--- src/rtl/fb_pkg.sv ---
// Shared constants and encodings for the frame-buffer write arbiter.
// The clear engine is built only when FB_WR_CLEAR_EN is defined.
package fb_pkg;

  localparam int unsigned FB_W     = 320;
  localparam int unsigned FB_H     = 240;
  localparam int unsigned FB_DEPTH = 76800;
  localparam int unsigned FB_AW    = 17;
  localparam int unsigned FB_DW    = 12;

  typedef enum logic {
    ST_IDLE  = 1'b0,
    ST_CLEAR = 1'b1
  } state_e;

  typedef enum logic [1:0] {
    SRC_NONE = 2'd0,
    SRC_CAM  = 2'd1,
    SRC_CLR  = 2'd2,
    SRC_GFX  = 2'd3
  } src_e;

endpackage

--- src/rtl/fb_wr_arbiter_if.sv ---
// Source-side and BRAM-side signals of the frame-buffer write arbiter.
// clear_* members are only meaningful when FB_WR_CLEAR_EN is defined.
interface fb_wr_if import fb_pkg::*; #(
  parameter int unsigned AW = FB_AW,
  parameter int unsigned DW = FB_DW
);

  logic          cam_valid;
  logic [AW-1:0] cam_addr;
  logic [DW-1:0] cam_data;
  logic          gfx_valid;
  logic          gfx_ready;
  logic [AW-1:0] gfx_addr;
  logic [DW-1:0] gfx_data;
  logic          clear_start;
  logic [DW-1:0] clear_color;
  logic          clear_busy;
  logic          clear_done;
  logic          wea;
  logic [AW-1:0] addra;
  logic [DW-1:0] dina;
  logic [15:0]   oob_cnt;

  modport master (
    output cam_valid, cam_addr, cam_data,
    output gfx_valid, gfx_addr, gfx_data,
    output clear_start, clear_color,
    input  gfx_ready, clear_busy, clear_done,
    input  wea, addra, dina, oob_cnt
  );

  modport slave (
    input  cam_valid, cam_addr, cam_data,
    input  gfx_valid, gfx_addr, gfx_data,
    input  clear_start, clear_color,
    output gfx_ready, clear_busy, clear_done,
    output wea, addra, dina, oob_cnt
  );

endinterface

--- src/rtl/fb_clear_gen.sv ---
// Full-buffer fill engine: clear address counter, colour latch, stall and last-write flag.
// Instantiated by fb_wr_arbiter only when FB_WR_CLEAR_EN is defined.
module fb_clear_gen import fb_pkg::*; #(
  parameter int unsigned DEPTH = FB_DEPTH,
  parameter int unsigned AW    = FB_AW,
  parameter int unsigned DW    = FB_DW
) (
  input  logic          clk,
  input  logic          rst,
  input  logic          start,
  input  logic [DW-1:0] color,
  input  logic          stall,
  output logic          busy,
  output logic          req_c,
  output logic          last_c,
  output logic [AW-1:0] addr,
  output logic [DW-1:0] fill
);

  state_e        state, state_n;
  logic [AW-1:0] addr_n;
  logic [DW-1:0] fill_n;

  // State, address and colour registers
  always_ff @(posedge clk) begin
    if (rst) begin
      state <= ST_IDLE;
      addr  <= '0;
      fill  <= '0;
    end else begin
      state <= state_n;
      addr  <= addr_n;
      fill  <= fill_n;
    end
  end

  // Next state: the counter is compared against the last pixel, never wrapped by width
  always_comb begin
    state_n = state;
    addr_n  = addr;
    fill_n  = fill;
    req_c   = 1'b0;
    last_c  = 1'b0;
    case (state)
      ST_IDLE: begin
        if (start) begin
          state_n = ST_CLEAR;
          addr_n  = '0;
          fill_n  = color;
        end
      end
      ST_CLEAR: begin
        if (!stall) begin
          req_c = 1'b1;
          if (addr == AW'(DEPTH - 1)) begin
            last_c  = 1'b1;
            state_n = ST_IDLE;
            addr_n  = '0;
          end else begin
            addr_n = addr + AW'(1);
          end
        end
      end
      default: state_n = ST_IDLE;
    endcase
  end

  assign busy = (state == ST_CLEAR);

endmodule

--- src/rtl/fb_wr_arbiter.sv ---
// Owner of the frame-buffer BRAM write port: camera > clear engine > graphics.
// Define FB_WR_CLEAR_EN to build the clear engine; otherwise priority is camera > graphics.
module fb_wr_arbiter #(
  parameter int unsigned FB_DEPTH = fb_pkg::FB_DEPTH,
  parameter int unsigned AW       = fb_pkg::FB_AW,
  parameter int unsigned DW       = fb_pkg::FB_DW
) (
  input logic   clk,
  input logic   rst,
  fb_wr_if.slave bus
);
  import fb_pkg::*;

  logic          clr_busy;
  logic          clr_req_c;
  logic          clr_last_c;
  logic [AW-1:0] clr_addr;
  logic [DW-1:0] clr_fill;

  logic          gfx_ready_c;
  src_e          src_c;
  logic [AW-1:0] sel_addr_c;
  logic [DW-1:0] sel_data_c;
  logic          oob_c;

  logic          wea_q;
  logic [AW-1:0] addra_q;
  logic [DW-1:0] dina_q;
  logic          done_q;
  logic [15:0]   oob_q;

`ifdef FB_WR_CLEAR_EN
  fb_clear_gen #(
    .DEPTH (FB_DEPTH),
    .AW    (AW),
    .DW    (DW)
  ) u_clear (
    .clk    (clk),
    .rst    (rst),
    .start  (bus.clear_start),
    .color  (bus.clear_color),
    .stall  (bus.cam_valid),
    .busy   (clr_busy),
    .req_c  (clr_req_c),
    .last_c (clr_last_c),
    .addr   (clr_addr),
    .fill   (clr_fill)
  );
`else
  logic unused_c;
  assign unused_c   = ^{bus.clear_start, bus.clear_color};
  assign clr_busy   = 1'b0;
  assign clr_req_c  = 1'b0;
  assign clr_last_c = 1'b0;
  assign clr_addr   = '0;
  assign clr_fill   = '0;
`endif

  // Graphics is only accepted when neither the camera nor the clear engine owns the port
  assign gfx_ready_c = !rst && !clr_busy && !bus.cam_valid;

  // Fixed-priority source select
  always_comb begin
    src_c      = SRC_NONE;
    sel_addr_c = '0;
    sel_data_c = '0;
    if (bus.cam_valid) begin
      src_c      = SRC_CAM;
      sel_addr_c = bus.cam_addr;
      sel_data_c = bus.cam_data;
    end else if (clr_req_c) begin
      src_c      = SRC_CLR;
      sel_addr_c = clr_addr;
      sel_data_c = clr_fill;
    end else if (bus.gfx_valid && gfx_ready_c) begin
      src_c      = SRC_GFX;
      sel_addr_c = bus.gfx_addr;
      sel_data_c = bus.gfx_data;
    end
  end

  assign oob_c = (src_c != SRC_NONE) && (sel_addr_c >= AW'(FB_DEPTH));

  // Registered write port; address/data hold when nothing legal is written
  always_ff @(posedge clk) begin
    if (rst) begin
      wea_q   <= 1'b0;
      addra_q <= '0;
      dina_q  <= '0;
      done_q  <= 1'b0;
      oob_q   <= '0;
    end else begin
      wea_q  <= (src_c != SRC_NONE) && !oob_c;
      done_q <= (src_c == SRC_CLR) && clr_last_c;
      if ((src_c != SRC_NONE) && !oob_c) begin
        addra_q <= sel_addr_c;
        dina_q  <= sel_data_c;
      end
      if (oob_c && (oob_q != 16'hFFFF)) begin
        oob_q <= oob_q + 16'd1;
      end
    end
  end

  assign bus.gfx_ready  = gfx_ready_c;
  assign bus.clear_busy = clr_busy;
  assign bus.clear_done = done_q;
  assign bus.wea        = wea_q;
  assign bus.addra      = addra_q;
  assign bus.dina       = dina_q;
  assign bus.oob_cnt    = oob_q;

endmodule

--- src/flat_wrapper.sv ---
// flat-port wrapper written by rule: the top's interface ports become plain ports
module fb_wr_arbiter_flat import fb_pkg::*;
#(
  parameter int unsigned FB_DEPTH = fb_pkg::FB_DEPTH,
  parameter int unsigned AW       = fb_pkg::FB_AW,
  parameter int unsigned DW       = fb_pkg::FB_DW
)
  (clk, rst, bus_cam_valid, bus_cam_addr, bus_cam_data, bus_gfx_valid, bus_gfx_addr, bus_gfx_data, bus_clear_start, bus_clear_color, bus_gfx_ready, bus_clear_busy, bus_clear_done, bus_wea, bus_addra, bus_dina, bus_oob_cnt);
  fb_wr_if #(.AW(AW), .DW(DW)) bus_i ();
  input logic clk;
  input logic rst;
  input wire logic [$bits(bus_i.cam_valid)-1:0] bus_cam_valid;
  input wire logic [$bits(bus_i.cam_addr)-1:0] bus_cam_addr;
  input wire logic [$bits(bus_i.cam_data)-1:0] bus_cam_data;
  input wire logic [$bits(bus_i.gfx_valid)-1:0] bus_gfx_valid;
  input wire logic [$bits(bus_i.gfx_addr)-1:0] bus_gfx_addr;
  input wire logic [$bits(bus_i.gfx_data)-1:0] bus_gfx_data;
  input wire logic [$bits(bus_i.clear_start)-1:0] bus_clear_start;
  input wire logic [$bits(bus_i.clear_color)-1:0] bus_clear_color;
  output wire logic [$bits(bus_i.gfx_ready)-1:0] bus_gfx_ready;
  output wire logic [$bits(bus_i.clear_busy)-1:0] bus_clear_busy;
  output wire logic [$bits(bus_i.clear_done)-1:0] bus_clear_done;
  output wire logic [$bits(bus_i.wea)-1:0] bus_wea;
  output wire logic [$bits(bus_i.addra)-1:0] bus_addra;
  output wire logic [$bits(bus_i.dina)-1:0] bus_dina;
  output wire logic [$bits(bus_i.oob_cnt)-1:0] bus_oob_cnt;
  assign bus_i.cam_valid = bus_cam_valid;
  assign bus_i.cam_addr = bus_cam_addr;
  assign bus_i.cam_data = bus_cam_data;
  assign bus_i.gfx_valid = bus_gfx_valid;
  assign bus_i.gfx_addr = bus_gfx_addr;
  assign bus_i.gfx_data = bus_gfx_data;
  assign bus_i.clear_start = bus_clear_start;
  assign bus_i.clear_color = bus_clear_color;
  assign bus_gfx_ready = bus_i.gfx_ready;
  assign bus_clear_busy = bus_i.clear_busy;
  assign bus_clear_done = bus_i.clear_done;
  assign bus_wea = bus_i.wea;
  assign bus_addra = bus_i.addra;
  assign bus_dina = bus_i.dina;
  assign bus_oob_cnt = bus_i.oob_cnt;
  fb_wr_arbiter #(.FB_DEPTH(FB_DEPTH), .AW(AW), .DW(DW)) u_core (.clk(clk), .rst(rst), .bus(bus_i));
endmodule
--- config.mk ---
export PLATFORM = sky130hd
export DESIGN_NAME = fb_wr_arbiter_flat
export DESIGN_NICKNAME = d
export VERILOG_FILES = /design/src/rtl/fb_pkg.sv /design/src/rtl/fb_wr_arbiter_if.sv /design/src/rtl/fb_clear_gen.sv /design/src/rtl/fb_wr_arbiter.sv /design/src/flat_wrapper.sv
export SDC_FILE = /design/constraint.sdc
export NUM_CORES = 1
export LEC_CHECK = 0
export ABC_AREA = 1
export BUFFER_PORTS_ARGS = -buffer_cell sky130_fd_sc_hd__buf_2
export CAP_MARGIN = 20
export CORE_UTILIZATION = 50
export CTS_CLUSTER_DIAMETER = 60
export CTS_CLUSTER_SIZE = 16
export DETAILED_ROUTE_END_ITERATION = 7
export PLACE_DENSITY_LB_ADDON = 0.08
export SLEW_MARGIN = 20
export SYNTH_ARGS = -nofsm -noshare
export SYNTH_HDL_FRONTEND = slang
export SYNTH_SLANG_ARGS = --single-unit
--- constraint.sdc ---
create_clock -name clk -period 2.5 [get_ports clk]
set_input_delay 0.125 -clock clk [delete_from_list [all_inputs] [get_ports clk]]
set_output_delay 0.125 -clock clk [all_outputs]
set_load 0.005 [all_outputs]
==> results of run 1 <==
[cell usage after synthesis, drive strengths merged]
library cell	count
a21o	1
a21oi	45
a32o	22
buf	19
clkbuf	12
conb	1
dfxtp	46
ha	1
inv	12
nand2	79
nand3	33
nand4	31
nor2	19
nor3	3
o21ai	2
xnor2	6
xor2	7
[logic make-up after synthesis]
kind of cell,share of synthesized area
compound gates,0.1835
xor+xnor,0.04407
fa+ha+maj,0.004842
buf+inv,0.09007
flops,0.3564
other cells,0.001451
simple gates,0.3196
[final timing paths]
path                                               to  depth (start not counted)
worst max-delay path              u_core.bus.addra[4]                          9
worst min-delay path             u_core.bus.addra[10]                          5
worst max register to register  u_core.bus.oob_cnt[1]                          7
worst min register to register    u_core.bus.addra[1]                          2
[power breakdown]
| group | internal [mW] | leakage [nW] | switching [mW] |
|---|---|---|---|
| Clock | 0.223 | 0.0482 | 0.239 |
| Combinational | 0.117 | 0.965 | 0.158 |
| Sequential | 0.761 | 0.374 | 0.0155 |
[stage by stage]
stage | hold slack [ns] | cell area, µm² | worst slack, ns
floorplan | 0.4038 | 2587 | 0.9073
global placement | 0.4487 | 3092 | 0.3687
detailed placement | 0.4541 | 3092 | 0.3387
CTS | 0.2259 | 3183 | 0.6536
global route | 0.2645 | 3183 | 0.4882
finish | 0.2296 | 3183 | 0.6685
[final cells by class]
cell class                      count  area [µm²]
Clock buffer                        7       86.33
Timing Repair Buffer              117       608.1
Clock inverter                      1       5.005
Sequential cell                    46       920.9
Fill cell                         456        1665
Tap cell                           67       83.83
Inverter                           12       45.04
Multi-Input combinational cell    251        1434
[layer usage]
layer  part of all wire  wire length, µm
met3              0.079              536
met4             0.0078               53
met1               0.44             2976
met5                  0                0
met2               0.48             3239
[worst max-delay path, stage by stage]
cell,delay (ns)
buf_2,0.21
buf_4,0.32
nand2_1,0.10
nand2_2,0.16
nor2_4,0.06
nand3_4,0.18
nand3_2,0.52
nand2_1,0.21
a21oi_1,0.09
[sequential cells by signal (all words and copies together), names as in the netlist]
signal / flops
u_core.bus.wea: 1
u_core.bus.oob_cnt: 16
u_core.bus.dina: 12
u_core.bus.addra: 17
==> metrics.md, run 1 <==
| Metric | Value |
|---|---|
| Commonest cells after routing, fill and taps aside | `buf_2 (108), nand2_1 (72), dfxtp_1 (46), a21oi_1 (45), nand4_1 (30)` |
| Critical Path Source Type | `input port` |
| Final #Nets | `509` |
| Placed Instances | `between 400 and 500` |
| Largest net degree at the start of global routing | `47` |
| Most common cell after layout, fill and taps aside | `buf_2` |
| Vias in the first global route | `roughly 2500` |
| Routed Antenna Nets | `0` |
| Average wire per standard cell | `about 14 µm` |
| Critical Path Sink Type | `register` |
| Synth area leader | `dfxtp_1` |
| Number of max-cap violations | `0` |
| CTS Buffer Depth | `2` |
| Met3 usage | `0.05761` |
| Tmin final | `1.832 ns` |
| CTS tree | `yes` |
| Total track usage | `0.2564` |
| Root buffer cell | `clkbuf_8` |
| Mapped Avg Cell Area | `roughly 7.6 µm²` |
| Hold Path Origin | `bus_cam_addr[10]` |
| Pins Over Slew Limit | `0` |
| Max Clock Skew | `between 0.008 and 0.009 ns` |
| Hold Path Class | `in -> reg` |
| Initial antenna violation count | `0` |
| Layout cells sized above 1 | `0.3318` |
| Area share of the largest cell type after synthesis | `0.3564` |
| Reg clk slew, reported paths | `0.08 ns` |
| Setup crit start | `bus_cam_valid` |
| CTS buffer count | `5` |
| Die ar. | `5459 µm²` |
| First-pass GRT wire length | `10960 µm` |
| Remaining DRCs | `0` |
| Post-CTS Setup Inserts | `0` |
| Drt total wl | `slightly below 7000 µm` |
| Clock latency at the later pin of the worst-skew pair | `between 0.2 and 0.3 ns` |
| Flops & latches, synth | `46` |
| Die height | `between 70 and 80 µm` |
| Status | `finished, final reports clean` |
| Post-Layout Cell Count | `around 500` |
| Vias per cell | `about 5.4` |
| Final setup fails | `0` |
| Sink Count | `46` |
| Setup repair after global routing missed its margin | `no` |
| VDD IR max | `about 0.35 mV` |
| Total Negative Setup Slacks | `0 ns` |
| Die X | `around 74 µm` |
| Core area | `approximately 4800 µm²` |
| WP data required | `about 2.7 ns` |
| Endpoints failing hold | `0` |
| Final Util | `0.6565` |
| GP Congestion | `between 0.8 and 0.9` |
| Ys Warns | `0` |
| Flop-to-flop setup slack | `about 0.85 ns` |
| I/O Buffers | `approximately 110` |
| Worst EP arrival | `between 1.5 and 2 ns` |
| Busiest metal layer after global routing | `met2` |
| H-tree depth | `2` |
| Hold_buf cts | `0` |
| Met2 GRT Util | `0.4404` |
| Post-Synthesis Cells | `~340` |
| LEAKAGE | `roughly 1.4 nW` |
| Drt initial violations | `207` |
| Post_cts resized | `0` |
| Netlist Area Pre-Place | `2584 µm²` |
| I/O Pins | `approximately 120` |
| Post-layout total power | `approximately 1.5 mW` |
| Synthesis-to-finish area growth | `23.20%` |
| Reg-to-Reg Start | `u_core.bus.oob_cnt[0]` |
| Fmax | `~0.55 GHz` |
| GRT overflow | `0` |
| Pwr/cell area | `~480 nW/µm²` |
| Worst slew pin tran | `between 0.6 and 0.7 ns` |
| # diodes | `0` |
| Sequential-to-total area share from yosys stat | `0.3564` |
| DR pass1 iterations | `4` |
| HPWL after DPL | `4751 µm` |
| Netlist cell types | `29` |
| Routing usage on met1 | `0.3227` |
| Starting Density | `0.5329` |
| # rows | `25` |
| Final worst path period share | `0.7326` |
| WS Path Type | `in -> reg` |
| Via Count | `2715` |
| Worst Path Max Fanout | `30` |
| Slew HR | `0.5914` |
| Top post-synthesis cells by area | `dfxtp_1 (36%), nand2_1 (10%), a21oi_1 (8.7%)` |
(Power assumes the default switching activity.)
==> inputs of run 2 (changes only) <==
--- a/config.mk
+++ b/config.mk
@@ -5,10 +5,10 @@
 export SDC_FILE = /design/constraint.sdc
 export NUM_CORES = 1
 export LEC_CHECK = 0
-export ABC_AREA = 1
+export ABC_AREA = 0
 export BUFFER_PORTS_ARGS = -buffer_cell sky130_fd_sc_hd__buf_2
 export CAP_MARGIN = 20
-export CORE_UTILIZATION = 50
+export CORE_UTILIZATION = 47
 export CTS_CLUSTER_DIAMETER = 60
 export CTS_CLUSTER_SIZE = 16
 export DETAILED_ROUTE_END_ITERATION = 7
==> constraint.sdc (replaced) <==
create_clock -name clk -period 1.85 [get_ports clk]
set_input_delay 0.0925 -clock clk [delete_from_list [all_inputs] [get_ports clk]]
set_output_delay 0.0925 -clock clk [all_outputs]
set_load 0.005 [all_outputs]
==> run 2 against run 1 <==
Compared with the run above:
- the run now ends with negative setup slack left
- clock-buffer cell count shrank 2
- global-route usage shrank 4.0 points
- worst setup slack lost 0.69 ns
- final cell count shrank 2.6%
- sequential share of layout area shrank 2.4 points
- non-clock buffer count grew 26
- critical path depth shrank 2
- via count shrank 6.7%
- critical endpoint is now u_core.bus.oob_cnt[14]
==> metrics.md, run 2 <==
| Metric | Value |
|---|---|
| Status | `finished with violations` |
| Failing checks | `negative setup slack` |
| Setup repair after global routing missed its margin | `yes` |
| Hold_buf cts | `0 (unchanged)` |
| VDD IR max | `0.4299 mV (+24%)` |
| Worst Reg-to-Reg Cells | `7 (unchanged)` |
| Remaining DRCs | `0 (unchanged)` |
| CP peak stage delay | `0.40 ns (-0.12 ns)` |
| Post-layout total power | `2.136 mW (+41%)` |
| Reg-to-Reg Start | `u_core.bus.oob_cnt[0]` |
| Number of max-cap violations | `0 (unchanged)` |
| Average wire per standard cell | `12.98 µm (-4.5%)` |
| First-pass GRT wire length | `10290 µm (-6.2%)` |
| Flops & latches, synth | `46 (unchanged)` |
| Die height | `76.63 µm (+3.7%)` |
| Mapped Avg Cell Area | `8.873 µm² (+16%)` |
| Max FFs per register | `17 (unchanged)` |
| CTS Buffer Depth | `2 (unchanged)` |
| Total track usage | `0.2163 (-0.04010)` |
| Critical Path Source Type | `register` |
| GRT overflow | `0 (unchanged)` |
| CTS buffer count | `5 (unchanged)` |
| Sink Count | `46 (unchanged)` |
| Final setup fails | `1 (+1)` |
| Via Count | `2532 (-6.7%)` |
| Root buffer cell | `clkbuf_8` |
| Placed Instances | `478 (-3.0%)` |
| Commonest cells in the netlist | `dfxtp_1 (46), nand2b_1 (30), o31ai_1 (29)` |
| Pins Over Slew Limit | `0 (unchanged)` |
| Synth area leader | `dfxtp_1` |
| Final worst path period share | `1.012` |
| Flop-to-flop setup slack | `-0.02 ns (-0.87 ns)` |
| Top post-synthesis cells by area | `dfxtp_1 (35%), o31ai_1 (8.3%), nand2b_1 (7.2%)` |
| # rows | `26 (+4.0%)` |
| Starting Density | `0.4998 (-0.03314)` |
| WS Path Type | `reg -> reg` |
| Initial antenna violation count | `0 (unchanged)` |
| Final Util | `0.6675 (+0.01095)` |
| Die ar. | `5871 µm² (+7.6%)` |
| Setup crit start | `u_core.bus.oob_cnt[0]` |
| Hold Worst Slack | `0.1825 ns (-0.04716 ns)` |
| WP data required | `2.08 ns (-0.58 ns)` |
| Layout cells sized above 1 | `0.4569 (+0.1251)` |
| Worst path slowest cell | `or4_1` |
| Post-Layout Cell Count | `488 (-2.6%)` |
| Critical Path End | `u_core.bus.oob_cnt[14]` |
| Worst r2r dst | `u_core.bus.oob_cnt[14]` |
| Vias in the first global route | `2266 (-8.0%)` |
| Worst Path Max Fanout | `4 (-87%)` |
| Fin worst setup slack | `-0.02196 ns (-0.6904 ns)` |
| Final #Nets | `494 (-2.9%)` |
| I/O Buffers | `108 (unchanged)` |
| Count leader, synth | `dfxtp_1` |
| Die X | `76.63 µm (+3.7%)` |
| Ys Warns | `0 (unchanged)` |
| DR pass1 iterations | `4 (unchanged)` |
| Core area | `5238 µm² (+8.0%)` |
| CTS tree | `yes` |
| Area share of the largest cell type after synthesis | `0.3518 (-0.004600)` |
| Critical Path Sink Type | `register` |
| Worst EP arrival | `2.10 ns (+0.11 ns)` |
| HPWL after DPL | `4597 µm (-3.2%)` |
| Post-Synthesis Cells | `295 (-13%)` |
| Hold Path Origin | `bus_cam_data[6]` |
| I/O Pins | `124 (unchanged)` |
| Largest net degree at the start of global routing | `34 (-28%)` |
| Netlist cell types | `40 (+38%)` |
| Post-synth EDFFs | `0 (unchanged)` |
| Worst-path cell chain | `ha_4 -> nand3_4 -> or3_4 -> nand3b_1 -> buf_6 -> or4_1 -> a21oi_1` |
| LEAKAGE | `1.558 nW (+12%)` |
| Synthesis-to-finish area growth | `33.56%` |
| Commonest cells after routing, fill and taps aside | `buf_2 (108), dfxtp_1 (42), buf_4 (33), nand2b_1 (30), o31ai_1 (28)` |
| Pre-CTS setup slack | `-0.05152 ns (-0.3902 ns)` |
| Hold Path Class | `in -> reg` |
| Ys async rst share | `0 (unchanged)` |
| Endpoints failing hold | `0 (unchanged)` |
| Netlist Area Pre-Place | `2618 µm² (+1.3%)` |
| Tmin final | `between 1.5 and 2 ns` |
| Drt initial violations | `116 (-44%)` |
| Vias per cell | `5.189 (-4.3%)` |
| # diodes | `0 (unchanged)` |
| Sequential-to-total area share from yosys stat | `0.3518 (-0.004600)` |
| Pwr/cell area | `611.0 nW/µm² (+29%)` |
| Most common cell after layout, fill and taps aside | `buf_2` |
| Top FF cell, synth | `dfxtp_1` |
| GP Congestion | `0.7991 (-3.7%)` |
| Max Clock Skew | `0.005924 ns (-0.002338 ns)` |
| Fmax | `about 0.53 GHz` |
| Reg clk slew, reported paths | `0.08 ns (about the same)` |
| H-tree depth | `2 (unchanged)` |
| Drt total wl | `6334 µm (-6.9%)` |
| Routed Antenna Nets | `0 (unchanged)` |
| Clock latency at the later pin of the worst-skew pair | `0.30 ns (about the same)` |
-- run 2: area by class of cell --
cell class / count / area [µm²]
clock buffers: 5 / 68.82
clock inverters: 2 / 10.01
fillers: 492 / 1742
inverters: 27 / 101.3
multi-input cells: 195 / 1483
flip-flops and latches: 46 / 925.9
well taps: 70 / 87.58
repair buffers: 143 / 819.5
-- run 2: per-stage QoR --
stage	TNS, ns	instance area, µm²
after global routing	-0.2378	3496
after floorplan	0	2626
after CTS	0	3452
final	-0.02196	3496
after global placement	-0.1508	3337
after detailed placement	-0.4617	3337
-- run 2: worst max-delay path: cells and delay by family, from the launching register on --
kind / cells / cell delay, ns
and+or+nand+nor: 4 / 1.02
AOI/OAI and AO/OA: 1 / 0.12
DFF: 1 / 0.36
adders and majority gates: 1 / 0.15
buffers and inverters: 1 / 0.15
-- run 2: repair_timing --
item | in CTS | in global routing
pin swaps | 4 | 3
resized for setup | 4 | 8
setup endpoints to repair | 2 | 14
setup buffers | 2 | 1
-- run 2: how the worst min path moves through the flow --
stage / end / slack (ns) / depth (start not counted)
after floorplan: u_core.bus.addra[16] / 0.29 / 2
after global placement: u_core.bus.addra[8] / 0.45 / 2
after detailed placement: u_core.bus.addra[7] / 0.45 / 2
after CTS: u_core.bus.dina[6] / 0.18 / 4
after global routing: u_core.bus.addra[16] / 0.20 / 3
final: u_core.bus.dina[6] / 0.18 / 4
-- run 2: logic make-up (layout without fill, tap and decap cells) --
group,Yosys count,after routing,share of synthesized area
compound gates,73,73,0.2438
fa+ha+maj,1,1,0.004779
buf+inv,55,177,0.1028
flops,46,46,0.3518
mux,14,14,0.05975
other cells,1,2,0.001433
simple gates,105,105,0.2357
-- run 2: report_power, final --
part	internal, mW	switching (mW)	total, mW
Combinational	0.236	0.240	0.476
Clock	0.254	0.324	0.578
Sequential	1.05	0.0291	1.08
-- run 2: routing by layer --
metal | GRT usage | vias up | routed length (µm)
li1 | - | 1296 | -
met4 | 0.06731 | 0 | 93
met1 | 0.2613 | 1148 | 2945
met3 | 0.03952 | 8 | 299
met2 | 0.3856 | 80 | 2995
met5 | 0 | - | 0
